`config.mk`:
```
export PLATFORM = sky130hd
export DESIGN_NAME = if_fetch_unit_flat
export DESIGN_NICKNAME = d
export VERILOG_FILES = /design/src/rtl/if_fetch_unit_if.sv /design/src/rtl/if_fetch_unit.sv /design/src/flat_wrapper.sv
export SDC_FILE = /design/constraint.sdc
export NUM_CORES = 1
export LEC_CHECK = 0
export CORE_MARGIN = 2
export CORE_UTILIZATION = 65
export CTS_CLUSTER_SIZE = 14
export DETAILED_ROUTE_END_ITERATION = 10
export DONT_BUFFER_PORTS = 1
export PLACE_DENSITY = 0.81
export SETUP_SLACK_MARGIN = 0.4
export SYNTH_ARGS = -nofsm -noshare
export SYNTH_HDL_FRONTEND = slang
export SYNTH_SLANG_ARGS = --single-unit
```
`constraint.sdc`:
```
create_clock -name i_clk -period 7.8 [get_ports i_clk]
set_input_delay 0.78 -clock i_clk [delete_from_list [all_inputs] [get_ports i_clk]]
set_output_delay 0.78 -clock i_clk [all_outputs]
set_load 0.02 [all_outputs]
```
`src/rtl/if_fetch_unit_if.sv`:
```
// Instruction-bus bundle between the fetch unit (master) and the memory side (slave).
// One outstanding request: req/addr handshake with gnt, response on rvld/rdata.
interface if_fetch_unit_if;
    logic        req;
    logic [31:0] addr;
    logic        gnt;
    logic        rvld;
    logic [31:0] rdata;

    modport master (output req, addr, input gnt, rvld, rdata);
    modport slave  (input req, addr, output gnt, rvld, rdata);
endinterface

```
`src/rtl/if_fetch_unit.sv`:
```
// Instruction-fetch stage: owns the PC, issues one fetch at a time and applies branch/trap redirects.
// Optional IF_FETCH_MISALIGN_EN: misaligned redirect targets present a flagged NOP instead of fetching.
module if_fetch_unit #(
    parameter logic [31:0] RESET_PC = 32'h0000_0000,
    parameter logic [31:0] NOP_INSN = 32'h0000_0013
) (
    input  logic                 i_clk,
    input  logic                 i_rst,
    input  logic                 i_stall,
    input  logic                 i_x_branch_taken,
    input  logic [31:0]          i_x_branch_addr,
    input  logic                 i_clint_assert,
    input  logic [31:0]          i_clint_int_addr,
    if_fetch_unit_if.master      bus,
    output logic                 o_bus_if_halt,
    output logic                 o_if_vld,
    output logic [31:0]          o_if_pc,
`ifdef IF_FETCH_MISALIGN_EN
    output logic                 o_if_misalign,
`endif
    output logic [31:0]          o_if_insn
);

    typedef enum logic [1:0] {ST_IDLE, ST_REQ, ST_WAIT, ST_KILL} state_e;

    state_e      state_q, state_d;
    logic [31:0] pc_q, pc_d;
    logic        park_q, park_d;
    logic        buf_vld_q, buf_vld_d;
    logic [31:0] buf_pc_q, buf_pc_d;
    logic [31:0] buf_insn_q, buf_insn_d;
    logic        if_vld_q, if_vld_d;
    logic [31:0] if_pc_q, if_pc_d;
    logic [31:0] if_insn_q, if_insn_d;

    logic        redir;
    logic [31:0] target_raw;
    logic [31:0] target;
    logic        tgt_misalign;
    logic        accept;

    assign redir      = i_clint_assert | i_x_branch_taken;
    assign target_raw = i_clint_assert ? i_clint_int_addr : i_x_branch_addr;

`ifdef IF_FETCH_MISALIGN_EN
    assign tgt_misalign = redir && (target_raw[1:0] != 2'b00);
    assign target       = tgt_misalign ? target_raw : (target_raw & 32'hFFFF_FFFC);
`else
    assign tgt_misalign = 1'b0;
    assign target       = target_raw & 32'hFFFF_FFFC;
`endif

    // A response is only taken in WAIT; anything arriving in IDLE or KILL is stale.
    assign accept = (state_q == ST_WAIT) && bus.rvld && !redir;

    // NOTE: sequential state uses non-blocking assignments so every flop samples pre-edge values.
    always_ff @(posedge i_clk or posedge i_rst) begin
        if (i_rst) begin
            state_q <= ST_IDLE;
            pc_q    <= RESET_PC;
            park_q  <= 1'b0;
        end else begin
            state_q <= state_d;
            pc_q    <= pc_d;
            park_q  <= park_d;
        end
    end

    // NOTE: every always_comb output gets a default first, so no path can infer a latch.
    always_comb begin
        state_d = state_q;
        pc_d    = pc_q;
        park_d  = park_q;
        if (redir) begin
            pc_d   = target;
            park_d = tgt_misalign;
        end
        unique case (state_q)
            ST_IDLE: begin
                if (redir)
                    state_d = tgt_misalign ? ST_IDLE : ST_REQ;
                else if (!i_stall && !buf_vld_q && !park_q)
                    state_d = ST_REQ;
            end
            ST_REQ: begin
                if (redir)
                    state_d = bus.gnt ? ST_KILL : (tgt_misalign ? ST_IDLE : ST_REQ);
                else if (bus.gnt)
                    state_d = ST_WAIT;
            end
            ST_WAIT: begin
                if (redir) begin
                    if (bus.rvld) state_d = tgt_misalign ? ST_IDLE : ST_REQ;
                    else          state_d = ST_KILL;
                end else if (bus.rvld) begin
                    pc_d    = pc_q + 32'd4;
                    state_d = i_stall ? ST_IDLE : ST_REQ;
                end
            end
            ST_KILL: begin
                // A redirect landing with the stale response still leaves KILL toward the new target.
                if (bus.rvld)
                    state_d = (i_stall || park_d) ? ST_IDLE : ST_REQ;
            end
            default: state_d = ST_IDLE;
        endcase
    end

    always_comb begin
        bus.req       = (state_q == ST_REQ);
        bus.addr      = pc_q;
        o_bus_if_halt = (state_q == ST_REQ) ||
                        ((state_q == ST_WAIT) && !bus.rvld) ||
                        (state_q == ST_KILL);
    end

    always_comb begin
        buf_vld_d  = buf_vld_q;
        buf_pc_d   = buf_pc_q;
        buf_insn_d = buf_insn_q;
        if_vld_d   = if_vld_q;
        if_pc_d    = if_pc_q;
        if_insn_d  = if_insn_q;
        if (redir) begin
            if (tgt_misalign && i_stall) begin
                if_vld_d   = 1'b0;
                if_insn_d  = NOP_INSN;
                buf_vld_d  = 1'b1;
                buf_pc_d   = target;
                buf_insn_d = NOP_INSN;
            end else if (tgt_misalign) begin
                if_vld_d  = 1'b1;
                if_pc_d   = target;
                if_insn_d = NOP_INSN;
                buf_vld_d = 1'b0;
            end else begin
                if_vld_d  = 1'b0;
                if_insn_d = NOP_INSN;
                buf_vld_d = 1'b0;
            end
        end else if (i_stall) begin
            if (accept) begin
                buf_vld_d  = 1'b1;
                buf_pc_d   = pc_q;
                buf_insn_d = bus.rdata;
            end
        end else if (buf_vld_q) begin
            if_vld_d  = 1'b1;
            if_pc_d   = buf_pc_q;
            if_insn_d = buf_insn_q;
            buf_vld_d = 1'b0;
        end else if (accept) begin
            if_vld_d  = 1'b1;
            if_pc_d   = pc_q;
            if_insn_d = bus.rdata;
        end else begin
            if_vld_d = 1'b0;
        end
    end

    // NOTE: the one-entry buffer payload is reset too; it is a single register, not a RAM.
    always_ff @(posedge i_clk or posedge i_rst) begin
        if (i_rst) begin
            buf_vld_q  <= 1'b0;
            buf_pc_q   <= RESET_PC;
            buf_insn_q <= NOP_INSN;
            if_vld_q   <= 1'b0;
            if_pc_q    <= RESET_PC;
            if_insn_q  <= NOP_INSN;
        end else begin
            buf_vld_q  <= buf_vld_d;
            buf_pc_q   <= buf_pc_d;
            buf_insn_q <= buf_insn_d;
            if_vld_q   <= if_vld_d;
            if_pc_q    <= if_pc_d;
            if_insn_q  <= if_insn_d;
        end
    end

    assign o_if_vld  = if_vld_q;
    assign o_if_pc   = if_pc_q;
    assign o_if_insn = if_insn_q;

`ifdef IF_FETCH_MISALIGN_EN
    logic mis_q, mis_d;
    logic buf_mis_q, buf_mis_d;

    // Misalign flag travels with the presented/buffered entry and drops once nothing is presented.
    always_comb begin
        mis_d     = mis_q;
        buf_mis_d = buf_mis_q;
        if (redir) begin
            mis_d     = tgt_misalign && !i_stall;
            buf_mis_d = tgt_misalign && i_stall;
        end else if (i_stall) begin
            if (accept) buf_mis_d = 1'b0;
        end else if (buf_vld_q) begin
            mis_d = buf_mis_q;
        end else begin
            mis_d = 1'b0;
        end
    end

    always_ff @(posedge i_clk or posedge i_rst) begin
        if (i_rst) begin
            mis_q     <= 1'b0;
            buf_mis_q <= 1'b0;
        end else begin
            mis_q     <= mis_d;
            buf_mis_q <= buf_mis_d;
        end
    end

    assign o_if_misalign = mis_q;
`endif

endmodule

```
`src/flat_wrapper.sv`:
```
// flat-port wrapper written by rule: the top's interface ports become plain ports
module if_fetch_unit_flat 
#(
    parameter logic [31:0] RESET_PC = 32'h0000_0000,
    parameter logic [31:0] NOP_INSN = 32'h0000_0013
)
  (i_clk, i_rst, i_stall, i_x_branch_taken, i_x_branch_addr, i_clint_assert, i_clint_int_addr, o_bus_if_halt, o_if_vld, o_if_pc, o_if_insn, bus_req, bus_addr, bus_gnt, bus_rvld, bus_rdata);
  if_fetch_unit_if bus_i ();
  input  logic i_clk;
  input  logic i_rst;
  input  logic i_stall;
  input  logic i_x_branch_taken;
  input  logic [31:0] i_x_branch_addr;
  input  logic i_clint_assert;
  input  logic [31:0] i_clint_int_addr;
  output logic o_bus_if_halt;
  output logic o_if_vld;
  output logic [31:0] o_if_pc;
  output logic [31:0] o_if_insn;
  output wire logic [$bits(bus_i.req)-1:0] bus_req;
  output wire logic [$bits(bus_i.addr)-1:0] bus_addr;
  input wire logic [$bits(bus_i.gnt)-1:0] bus_gnt;
  input wire logic [$bits(bus_i.rvld)-1:0] bus_rvld;
  input wire logic [$bits(bus_i.rdata)-1:0] bus_rdata;
  assign bus_req = bus_i.req;
  assign bus_addr = bus_i.addr;
  assign bus_i.gnt = bus_gnt;
  assign bus_i.rvld = bus_rvld;
  assign bus_i.rdata = bus_rdata;
  if_fetch_unit #(.RESET_PC(RESET_PC), .NOP_INSN(NOP_INSN)) u_core (.i_clk(i_clk), .i_rst(i_rst), .i_stall(i_stall), .i_x_branch_taken(i_x_branch_taken), .i_x_branch_addr(i_x_branch_addr), .i_clint_assert(i_clint_assert), .i_clint_int_addr(i_clint_int_addr), .bus(bus_i), .o_bus_if_halt(o_bus_if_halt), .o_if_vld(o_if_vld), .o_if_pc(o_if_pc), .o_if_insn(o_if_insn));
endmodule
```
==> results of run 1 <==
-- stage by stage --
stage	total power [mW]	instances	hold WS, ns	worst slack (ns)
floorplan	1.46	668	0.450	2.57
detailed placement	1.55	773	0.473	4.90
finish	2.37	805	0.345	4.88
global route	2.48	805	0.401	4.70
CTS	2.38	805	0.388	4.89
global placement	1.51	773	0.464	4.97
-- sequential cells by signal (all words and copies together) (netlist names) --
register	cells
u_core.buf_insn_q	32
u_core.buf_pc_q	32
u_core.bus.addr	32
u_core.o_if_insn	32
u_core.o_if_pc	32
u_core.state_q	2
u_core.buf_vld_q	1
u_core.o_if_vld	1
u_core.park_q	1
-- power by group through the flow --
| stage | Combinational (mW) | Clock, mW | Sequential, mW |
|---|---|---|---|
| after floorplan | 0.234 | 0 | 1.22 |
| after global placement | 0.252 | 0 | 1.26 |
| after global routing | 0.305 | 0.889 | 1.28 |
| after detailed placement | 0.271 | 0 | 1.27 |
| final | 0.267 | 0.846 | 1.26 |
| after CTS | 0.272 | 0.854 | 1.26 |
-- Yosys cell counts, types with 3 or more instances --
cell type / count / share of area, %
dfrtp_1: 159 / 52
nand2_1: 96 / 4.7
mux2_2: 69 / 10
mux2i_1: 66 / 8.7
o21ai_0: 59 / 3.9
a21oi_1: 23 / 1.5
xor2_1: 21 / 2.4
clkbuf_1: 18 / 0.89
o21ai_1: 16 / 1.1
buf_2: 12 / 0.79
nand3_1: 12 / 0.79
a211oi_1: 9 / 0.89
and2_1: 9 / 0.74
nand4_1: 9 / 0.74
nor2b_1: 9 / 0.74
o22ai_1: 8 / 0.66
xnor2_1: 7 / 0.81
dfstp_2: 6 / 2.1
inv_1: 6 / 0.30
nor2_1: 6 / 0.30
and4_1: 5 / 0.58
and3_1: 4 / 0.33
buf_6: 4 / 0.59
nor3_1: 4 / 0.26
clkbuf_2: 3 / 0.20
o22a_1: 3 / 0.35
-- cell usage in the layout, fill, tap and decap left out, types with 11 or more instances in the layout --
master	n
clkbuf_16	17
nand2_1	96
mux2_2	69
mux2i_1	66
a21oi_1	23
xor2_1	21
o21ai_0	59
o21ai_1	16
dfrtp_1	158
nand3_1	11
-- final timing paths --
kind                                              startpoint                                to  cells past startpoint
worst max-delay path            u_core.buf_vld_q$_DFFE_PP0P_     u_core.o_if_pc[6]$_DFFE_PP0P_                      5
worst min-delay path                                   i_rst  u_core.o_if_insn[24]$_DFFE_PP0P_                      1
worst max register to register  u_core.buf_vld_q$_DFFE_PP0P_     u_core.o_if_pc[6]$_DFFE_PP0P_                      5
worst min register to register       u_core.park_q$_DFF_PP0_           u_core.park_q$_DFF_PP0_                      1
max in group asynchronous                              i_rst    u_core.buf_pc_q[9]$_DFFE_PP0P_                      2
min in group i_clk                                   i_stall      u_core.buf_vld_q$_DFFE_PP0P_                      2
-- area by class of cell --
| type | instances | area (um2) | area share (%) |
|---|---|---|---|
| clock buffers | 25 | 515 | 6.28 |
| clock inverters | 7 | 91.3 | 1.11 |
| inverters | 6 | 27.5 | 0.335 |
| multi-input cells | 456 | 3240 | 39.4 |
| flip-flops and latches | 165 | 4140 | 50.4 |
| well taps | 143 | 179 | 2.18 |
| repair buffers | 3 | 22.5 | 0.274 |
-- cells by family (layout without fill, tap and decap cells) --
kind of cell               count (synthesis)  in the layout  share of synthesized area (%)
buffers and inverters                     47             41                           3.07
xor gates and xnor gates                  28             28                           3.23
and+or+nand+nor                          168            168                           11.1
AOI/OAI and AO/OA                        124            124                           9.01
adders and majority gates                  1              1                          0.165
muxes                                    135            135                           18.9
DFF                                      165            165                           54.5
-- worst max-delay path, stage by stage (launching register included) --
cell and delay (ns):
dfrtp_4 1.20, nor2_2 0.13, or3_2 0.69, buf_4 0.40, nand2_1 0.15, o21ai_0 0.10
-- metal layers --
layer	vias up	global-route usage, %
met4	0	10.1
met5	-	0
met3	22	10.0
met2	184	47.7
met1	2498	31.8
li1	2325	-
==> metrics.txt, run 1 <==
Final Wtd Congestion between 0.8 and 0.9; aggregate negative setup slack 0 ns; met2 WL post-DR between 8 and 9 mm; Final Cell Area 8210 um2; status finished clean; total CTS buffers 17; CTS tree yes; maximum capacitance violations 0; Setup crit end kind register; total track usage 27.6%; Final Util a little under three quarters; register bit count reported by yosys 165; Clock Path Buffers 2; final setup vio count 0; Slew @ Worst Pin 1.17 ns; Slew HR 22.1%; peak supply drop 0.209 mV; Mean Syn Cell Area 11.4 um2; vias in the first global route 5,311; Post-CTS Setup Repair Bufs 0; Comb power frac 11.3%; clk_lat worst skew 0.42 ns; Resize count post-CTS 0; fin. max-slew vios 0; Seq/Total Area, Yosys 54.5%; RSZ-0062 raised after global routing false; # port buffers 0; clock slew at reported path FFs roughly 0.06 ns; Max Clock Skew 0.00681 ns; # IOs 202; CP Launch Type register; static leakage 3.57 nW; Synth Flop Type dfrtp_1; initial antenna violation count 0; Wirelength per Cell 20.7 um; num rows 39; fillers 827; post-placement cell area 7610 um2; P_sw 679 uW; starting density of the core 66.5%; CP Data Arrival Time about 3.2 ns; internal power 1.69 mW; pin count of the biggest net entering global routing a little under 90; Final #Nets roughly 750; post-synth cell types 44; Clk pwr share 35.7%; Sw Share 28.6%; die area 12,600 um2; diodes inserted 0; WS Path Type reg -> reg; Pwr per Cell Area slightly below 300 nW/um2; number of remaining DRC errors 0; Top Metal Used met4; hold_buf cts 0; DIE WIDTH 112 um; worst hold-check path type in -> async; DRT iter0 DRCs ~270; die height 112 um; Cell Area, Synth ~7600 um2; clock sinks 165; CP Max Fanout 72; Syn-to-layout area delta 8.17%; H-tree levels 4; Antenna Nets Post-Route 0; max frequency 342 MHz; vias per inst between 6 and 7; first-pass GRT wire length 27.2 mm; final wirelength approximately 17 mm; core area 11,400 um2; syn_nets 772; via count 5,029; post-synthesis cell count 668; Async S/R FF share, synth 100%; Tmin final between 2 and 3 ns; register share of total power 53.1%; share of cells above drive strength 1 18.0%; detailed placement HPWL 11.3 mm; drt pass-1 iters 4; CTS root buffer clkbuf_16; Ys Warns 0; Final Cycle Share between 30% and 40%; CP required 8.06 ns; Metal-1 WL between 6 and 7 mm; Detail Route met3 WL 1.42 mm; reg-to-reg slack, setup 4.88 ns; total grt overflow 0; endpoints failing hold 0; EDFF count, synth 0
Power figures use the tool's default switching activity.
==> run 2: changes to the inputs <==
- CORE_UTILIZATION: 65 -> 63
- PLACE_DENSITY: 0.81 -> 0.79
- clock period: 7.8 -> 2.9 ns (I/O delays scaled with it)
==> run 2 against run 1 <==
Effect of this change:
- clock power grew to 2.8 times the previous value
- sequential share of layout area decreased by 1.4 points
- via count grew 1.9%
- first-iteration DRC count shrank 4.0%
- utilization fell by 0.95 points
- maximum frequency grew 26%
- sequential power increased to 2.7 times the previous value
- worst hold slack lost 0.32 ns
- wire length is 1.1% higher
- non-clock buffer count rose by 22
- critical path type unchanged
- largest power group unchanged
==> metrics.txt, run 2 (synthesis results as in run 1) <==
status finished clean; static leakage 3.67 nW (+2.9%); Setup crit end kind register; first-pass GRT wire length 26.6 mm (-2.4%); Antenna Nets Post-Route 0 (unchanged); initial antenna violation count 0 (unchanged); Cell Chain, Critical Path nand3b_1 -> buf_4 -> nor4_1 -> xor2_1 -> mux2i_1 -> o21ai_0 -> dlygate4sd3_1; die area 12,900 um2 (+3.1%); vias per inst 6.17 (-1.3%); most frequent cells in the layout dfrtp_1 (156), nand2_1 (96), mux2_2 (69), mux2i_1 (66), o21ai_0 (59); Slowest-stage cell, CP dlygate4sd3_1; maximum capacitance violations 0 (unchanged); num rows 40 (+2.6%); Wirelength per Cell 20.3 um (-2.1%); CP Data Arrival Time 2.67 ns (-0.51 ns); Final Cell Area 8450 um2 (+2.9%); clock sinks 165 (unchanged); FF-to-FF End u_core.bus.addr[10]$_DFF_PP0_; die height 114 um (+1.5%); pin count of the biggest net entering global routing 74 (-16%); DRT iter0 DRCs 261 (-4.0%); drt pass-1 iters 4 (unchanged); commonest non-fill, non-tap cell in the layout dfrtp_1; Max Clock Skew 0.00726 ns (+0.000446 ns); Final Wtd Congestion 0.781 (-5.3%); aggregate negative setup slack 0 ns (unchanged); RSZ-0062 raised after global routing false; post-placement cell area 7690 um2 (+1.1%); CP required 3.26 ns (-4.80 ns); Hold Crit Start bus_rdata[29]; CTS tree yes; CP Launch Type register; via count 5,125 (+1.9%); H-tree levels 4 (unchanged); Final Cycle Share 79.8% (+42 points); number of remaining DRC errors 0 (unchanged); starting density of the core 63.7% (-2.8 points); Syn-to-layout area delta 11.4%; end of the worst hold path u_core.buf_insn_q[29]$_DFFE_PP0P_; final wirelength 16.9 mm (+1.1%); cells on worst reg2reg path 7 (+2); DIE WIDTH 114 um (+1.5%); # port buffers 0 (unchanged); detailed placement HPWL 11.3 mm (+0.13%); reg-to-reg slack, setup 0.59 ns (-4.29 ns); diodes inserted 0 (unchanged); total CTS buffers 17 (unchanged); Crit path max-delay family buffers and inverters; reg2reg start u_core.state_q[0]$_DFFE_PP0P_; vias in the first global route 5,136 (-3.3%); Slew @ Worst Pin 1.11 ns (-0.0567 ns); max frequency 432 MHz (+26%); Slew HR 25.9% (+3.8 points); clk_lat worst skew 0.42 ns (about the same); total track usage 26.6% (-1.0 points); total grt overflow 0 (unchanged); core area 11,900 um2 (+4.3%); WS Path Type reg -> reg; CTS root buffer clkbuf_16; Clock Path Buffers 2 (unchanged); WP buf/inv 2 (+1); # IOs 202 (unchanged); peak supply drop 0.465 mV (+120%); worst stage delay on the critical path 0.57 ns (-0.63 ns); Pwr per Cell Area 765 nW/um2 (+160%); hold path depth 1; clock slew at reported path FFs 0.06 ns (about the same); fin. max-slew vios 0 (unchanged); Tmin final 2.31 ns (-0.608 ns); CP Max Fanout 8 (-89%); Final #Nets 775 (+2.9%); share of cells above drive strength 1 19.0% (+1.0 points); endpoints failing hold 0 (unchanged); final setup vio count 0 (unchanged); total power 6.47 mW (+170%); worst hold-check path type in -> reg
==> run 2: cell count changes in the layout (fill, tap and decap cells not counted), sizes merged <==
cell	previous run	this run
clkinv	3	2
dlygate4sd3	0	12
clkinvlp	1	2
bufinv	2	3
buf	3	13
inv	7	6
==> run 2: per-stage QoR <==
| step | hold WS (ns) | worst slack (ns) | utilization [%] | cells |
|---|---|---|---|---|
| 2_1_floorplan | 0.398 | 0.516 | - | 668 |
| 3_3_place_gp | 0.200 | 0.763 | 64.5 | 784 |
| 3_5_place_dp | 0.209 | 0.643 | 64.5 | 784 |
| 4_1_cts | 0.0000165 | 0.450 | 70.8 | 828 |
| 5_1_grt | 0.0000847 | 0.389 | 71.0 | 831 |
| 6_report | 0.0217 | 0.585 | 71.0 | 831 |
==> run 2: routing by layer <==
metal  global-route usage (%)  routed length [um]  vias up
li1                         -                   -     2367
met1                     31.5                6710     2568
met2                     45.7                8580      172
met3                     9.14                1340       18
met4                     8.54                 236        0
met5                        0                   0        -
==> run 2: area by class of cell <==
| type | count | area (um2) |
|---|---|---|
| Inverter | 6 | 26.3 |
| Multi-Input combinational cell | 456 | 3240 |
| Timing Repair Buffer | 25 | 243 |
| Clock inverter | 7 | 116 |
| Tap cell | 147 | 184 |
| Sequential cell | 165 | 4140 |
| Clock buffer | 25 | 505 |
| Fill cell | 845 | 3460 |
==> run 2: what timing repair did <==
action	CTS	global route
resized for setup	0	2
buffers inserted	0	3
hold buffers	12	0
endpoints found under the hold margin	28	0
endpoints found under the setup margin	0	1
==> run 2: worst max-delay path by stage <==
| stage | cells past startpoint | start | endpoint |
|---|---|---|---|
| global placement | 4 | u_core.state_q[0]$_DFFE_PP0P_ | u_core.buf_pc_q[20]$_DFFE_PP0P_ |
| finish | 7 | u_core.state_q[0]$_DFFE_PP0P_ | u_core.bus.addr[10]$_DFF_PP0_ |
| detailed placement | 5 | u_core.state_q[1]$_DFFE_PP0P_ | u_core.o_if_insn[8]$_DFFE_PP0P_ |
| global route | 7 | u_core.state_q[0]$_DFFE_PP0P_ | u_core.bus.addr[10]$_DFF_PP0_ |
| CTS | 7 | u_core.state_q[0]$_DFFE_PP0P_ | u_core.bus.addr[10]$_DFF_PP0_ |
| floorplan | 1 | i_rst | u_core.buf_insn_q[10]$_DFFE_PP0P_ |
==> run 2: where the power goes <==
part | switching, mW | internal (mW) | total, mW | leakage [nW]
logic | 0.360 | 0.399 | 0.760 | 1.20
registers | 0.600 | 2.77 | 3.37 | 2.17
clock network | 0.863 | 1.47 | 2.33 | 0.304
==> run 3: changes to the inputs <==
- CORE_UTILIZATION: 63 -> 57
- PLACE_DENSITY: 0.79 -> 0.75
- clock period: 2.9 -> 1.95 ns (I/O delays scaled with it)
==> run 3 against run 2 <==
Effect of this change:
- the run now ends with hold timing left
- critical endpoint is now u_core.o_if_pc[19]$_DFFE_PP0P_
- critical path depth shrank 1
- flip-flop and latch count stayed put
- sequential power increased by 49%
- highest routed layer unchanged
==> metrics.txt, run 3 (synthesis results as in run 1) <==
Final #Nets 930 (+20%); first-pass GRT wire length 33.3 mm (+25%); internal power 7.15 mW (+54%); maximum capacitance violations 0 (unchanged); Final Cell Area 11,000 um2 (+30%); static leakage 4.85 nW (+32%); Cell Chain, Critical Path and3b_2 -> nor2_4 -> or3_4 -> buf_8 -> nand2_2 -> o21ai_1; setup ws final 0.177 ns (-0.408 ns); total grt overflow 0 (unchanged); core area 13,100 um2 (+10%); CP Data Arrival Time 2.09 ns (-0.58 ns); max frequency 564 MHz (+31%); reg-to-reg slack, setup 0.18 ns (-0.41 ns); FF-to-FF End u_core.o_if_pc[19]$_DFFE_PP0P_; total CTS buffers 17 (unchanged); starting density of the core 57.8% (-5.9 points); worst hold-check path type in -> reg; register share of total power 47.5% (-4.7 points); Hold Crit Start i_x_branch_taken; hold path depth 2 (+1); clock sinks 165 (unchanged); commonest non-fill, non-tap cell in the layout dfrtp_1; Final Cycle Share 90.9% (+11 points); pin count of the biggest net entering global routing 70 (-5.4%); number of remaining DRC errors 0 (unchanged); Slew @ Worst Pin 0.955 ns (-0.156 ns); CP required 2.27 ns (-0.99 ns); Comb power frac 19.9% (+8.2 points); CP Launch Type register; share of cells above drive strength 1 38.7% (+20 points); Tmin final 1.77 ns (-0.542 ns); vias per inst 6.46 (+4.8%); CP Max Fanout 7 (-1); peak supply drop 0.718 mV (+54%); final wirelength 26.6 mm (+58%); # port buffers 0 (unchanged); failing checks hold timing; Slew HR 36.1% (+10 points); vias in the first global route 6,385 (+24%); P_sw 3.43 mW (+88%); endpoints failing hold 2 (+2); Pwr per Cell Area 963 nW/um2 (+26%); RSZ-0062 raised after global routing true; total track usage 30.5% (+3.9 points); worst stage delay on the critical path 0.51 ns (-0.06 ns); Clk pwr share 32.5% (-3.6 points); Syn-to-layout area delta 44.7%; clock slew at reported path FFs 0.06 ns (about the same); hold slack -0.0145 ns (-0.0362 ns); post-placement cell area 8100 um2 (+5.3%); Sw Share 32.4% (+4.2 points); Setup crit end kind register; WS Path Type reg -> reg; Max Clock Skew 0.00909 ns (+0.00183 ns); die area 14,300 um2 (+10%); CTS root buffer clkbuf_16; initial antenna violation count 1 (+1); clk_lat worst skew 0.43 ns (about the same); DRT iter0 DRCs 610 (+130%); Crit. Startpoint u_core.state_q[0]$_DFFE_PP0P_; DP Worst Slack 0.141 ns (-0.502 ns); fin. max-slew vios 0 (unchanged); drt pass-1 iters 5 (+1); via count 6,566 (+28%); Slowest-stage cell, CP or3_4; cells on worst reg2reg path 6 (-1); Antenna Nets Post-Route 0 (unchanged); Wirelength per Cell 26.2 um (+29%); final setup vio count 0 (unchanged); CTS tree yes; detailed placement HPWL 12.6 mm (+11%); status finished with violations; num rows 42 (+5.0%); die height 119 um (+4.9%); H-tree levels 4 (unchanged); most frequent cells in the layout dfrtp_1 (158), dlygate4sd3_1 (81), mux2_2 (68), mux2i_1 (66), nand2_1 (58); Clock Path Buffers 2 (unchanged); end of the worst hold path u_core.bus.addr[5]$_DFF_PP0_; DIE WIDTH 119 um (+4.9%); # IOs 202 (unchanged); reg2reg start u_core.state_q[0]$_DFFE_PP0P_; Final Wtd Congestion 0.845 (+8.2%)
-- run 3: metrics by stage --
stage | setup TNS (ns) | cells | hold slack [ns] | power [mW] | utilization (%)
3_5_place_dp | 0 | 849 | 0.225 | 6.35 | 61.6
4_1_cts | 0 | 973 | 0.00679 | 9.95 | 74.5
5_1_grt | 0 | 1016 | -0.0189 | 11.0 | 83.6
6_report | 0 | 1016 | -0.0145 | 10.6 | 83.6
3_3_place_gp | 0 | 849 | 0.209 | 6.21 | 61.6
2_1_floorplan | -53.88 | 668 | 0.303 | 5.86 | -
-- run 3: critical path: cells and delay by family, from the launching register on --
kind                   cells  cell delay, ns
AND/OR/NAND/NOR            4            0.96
buffers and inverters      1            0.19
flip-flops                 1            0.42
AO/OA/AOI/OAI              1            0.08
-- run 3: worst max-delay path by stage --
stage | to | slack [ns] | cells past startpoint
3_3_place_gp | u_core.o_if_pc[12]$_DFFE_PP0P_ | 0.21 | 6
3_5_place_dp | u_core.o_if_pc[12]$_DFFE_PP0P_ | 0.14 | 5
2_1_floorplan | u_core.buf_insn_q[10]$_DFFE_PP0P_ | -0.34 | 1
5_1_grt | u_core.o_if_pc[23]$_DFFE_PP0P_ | 0.14 | 6
6_report | u_core.o_if_pc[19]$_DFFE_PP0P_ | 0.18 | 6
4_1_cts | u_core.o_if_pc[4]$_DFFE_PP0P_ | 0.28 | 6
-- run 3: layer usage --
| layer | part of all wire [%] | track usage, % |
|---|---|---|
| met1 | 36 | 35.7 |
| met2 | 51 | 51.5 |
| met3 | 8.1 | 10.0 |
| met4 | 4.8 | 13.3 |
| met5 | 0 | 0 |
-- run 3: timing repair --
item | CTS | global route
cloned | 4 | 25
buffers inserted | 10 | 14
hold buffers | 78 | 3
gates resized for setup | 31 | 154
pin swaps | 16 | 39
endpoints found under the hold margin | 248 | 3
setup endpoints to repair | 156 | 159
-- run 3: final cells by class --
cell class / instances / area, um2
Tap cell: 176 / 220
Timing Repair Buffer: 178 / 2130
Antenna cell: 1 / 2.50
Clock buffer: 19 / 453
Inverter: 6 / 26.3
Clock inverter: 13 / 149
Fill cell: 668 / 2150
Multi-Input combinational cell: 458 / 3860
Sequential cell: 165 / 4140
-- run 3: power by group through the flow --
stage	logic, mW	registers (mW)	clock network [mW]
6_report	2.11	5.03	3.44
5_1_grt	2.27	5.08	3.61
4_1_cts	1.67	4.87	3.42
3_5_place_dp	1.43	4.92	0
3_3_place_gp	1.34	4.86	0
2_1_floorplan	0.969	4.89	0
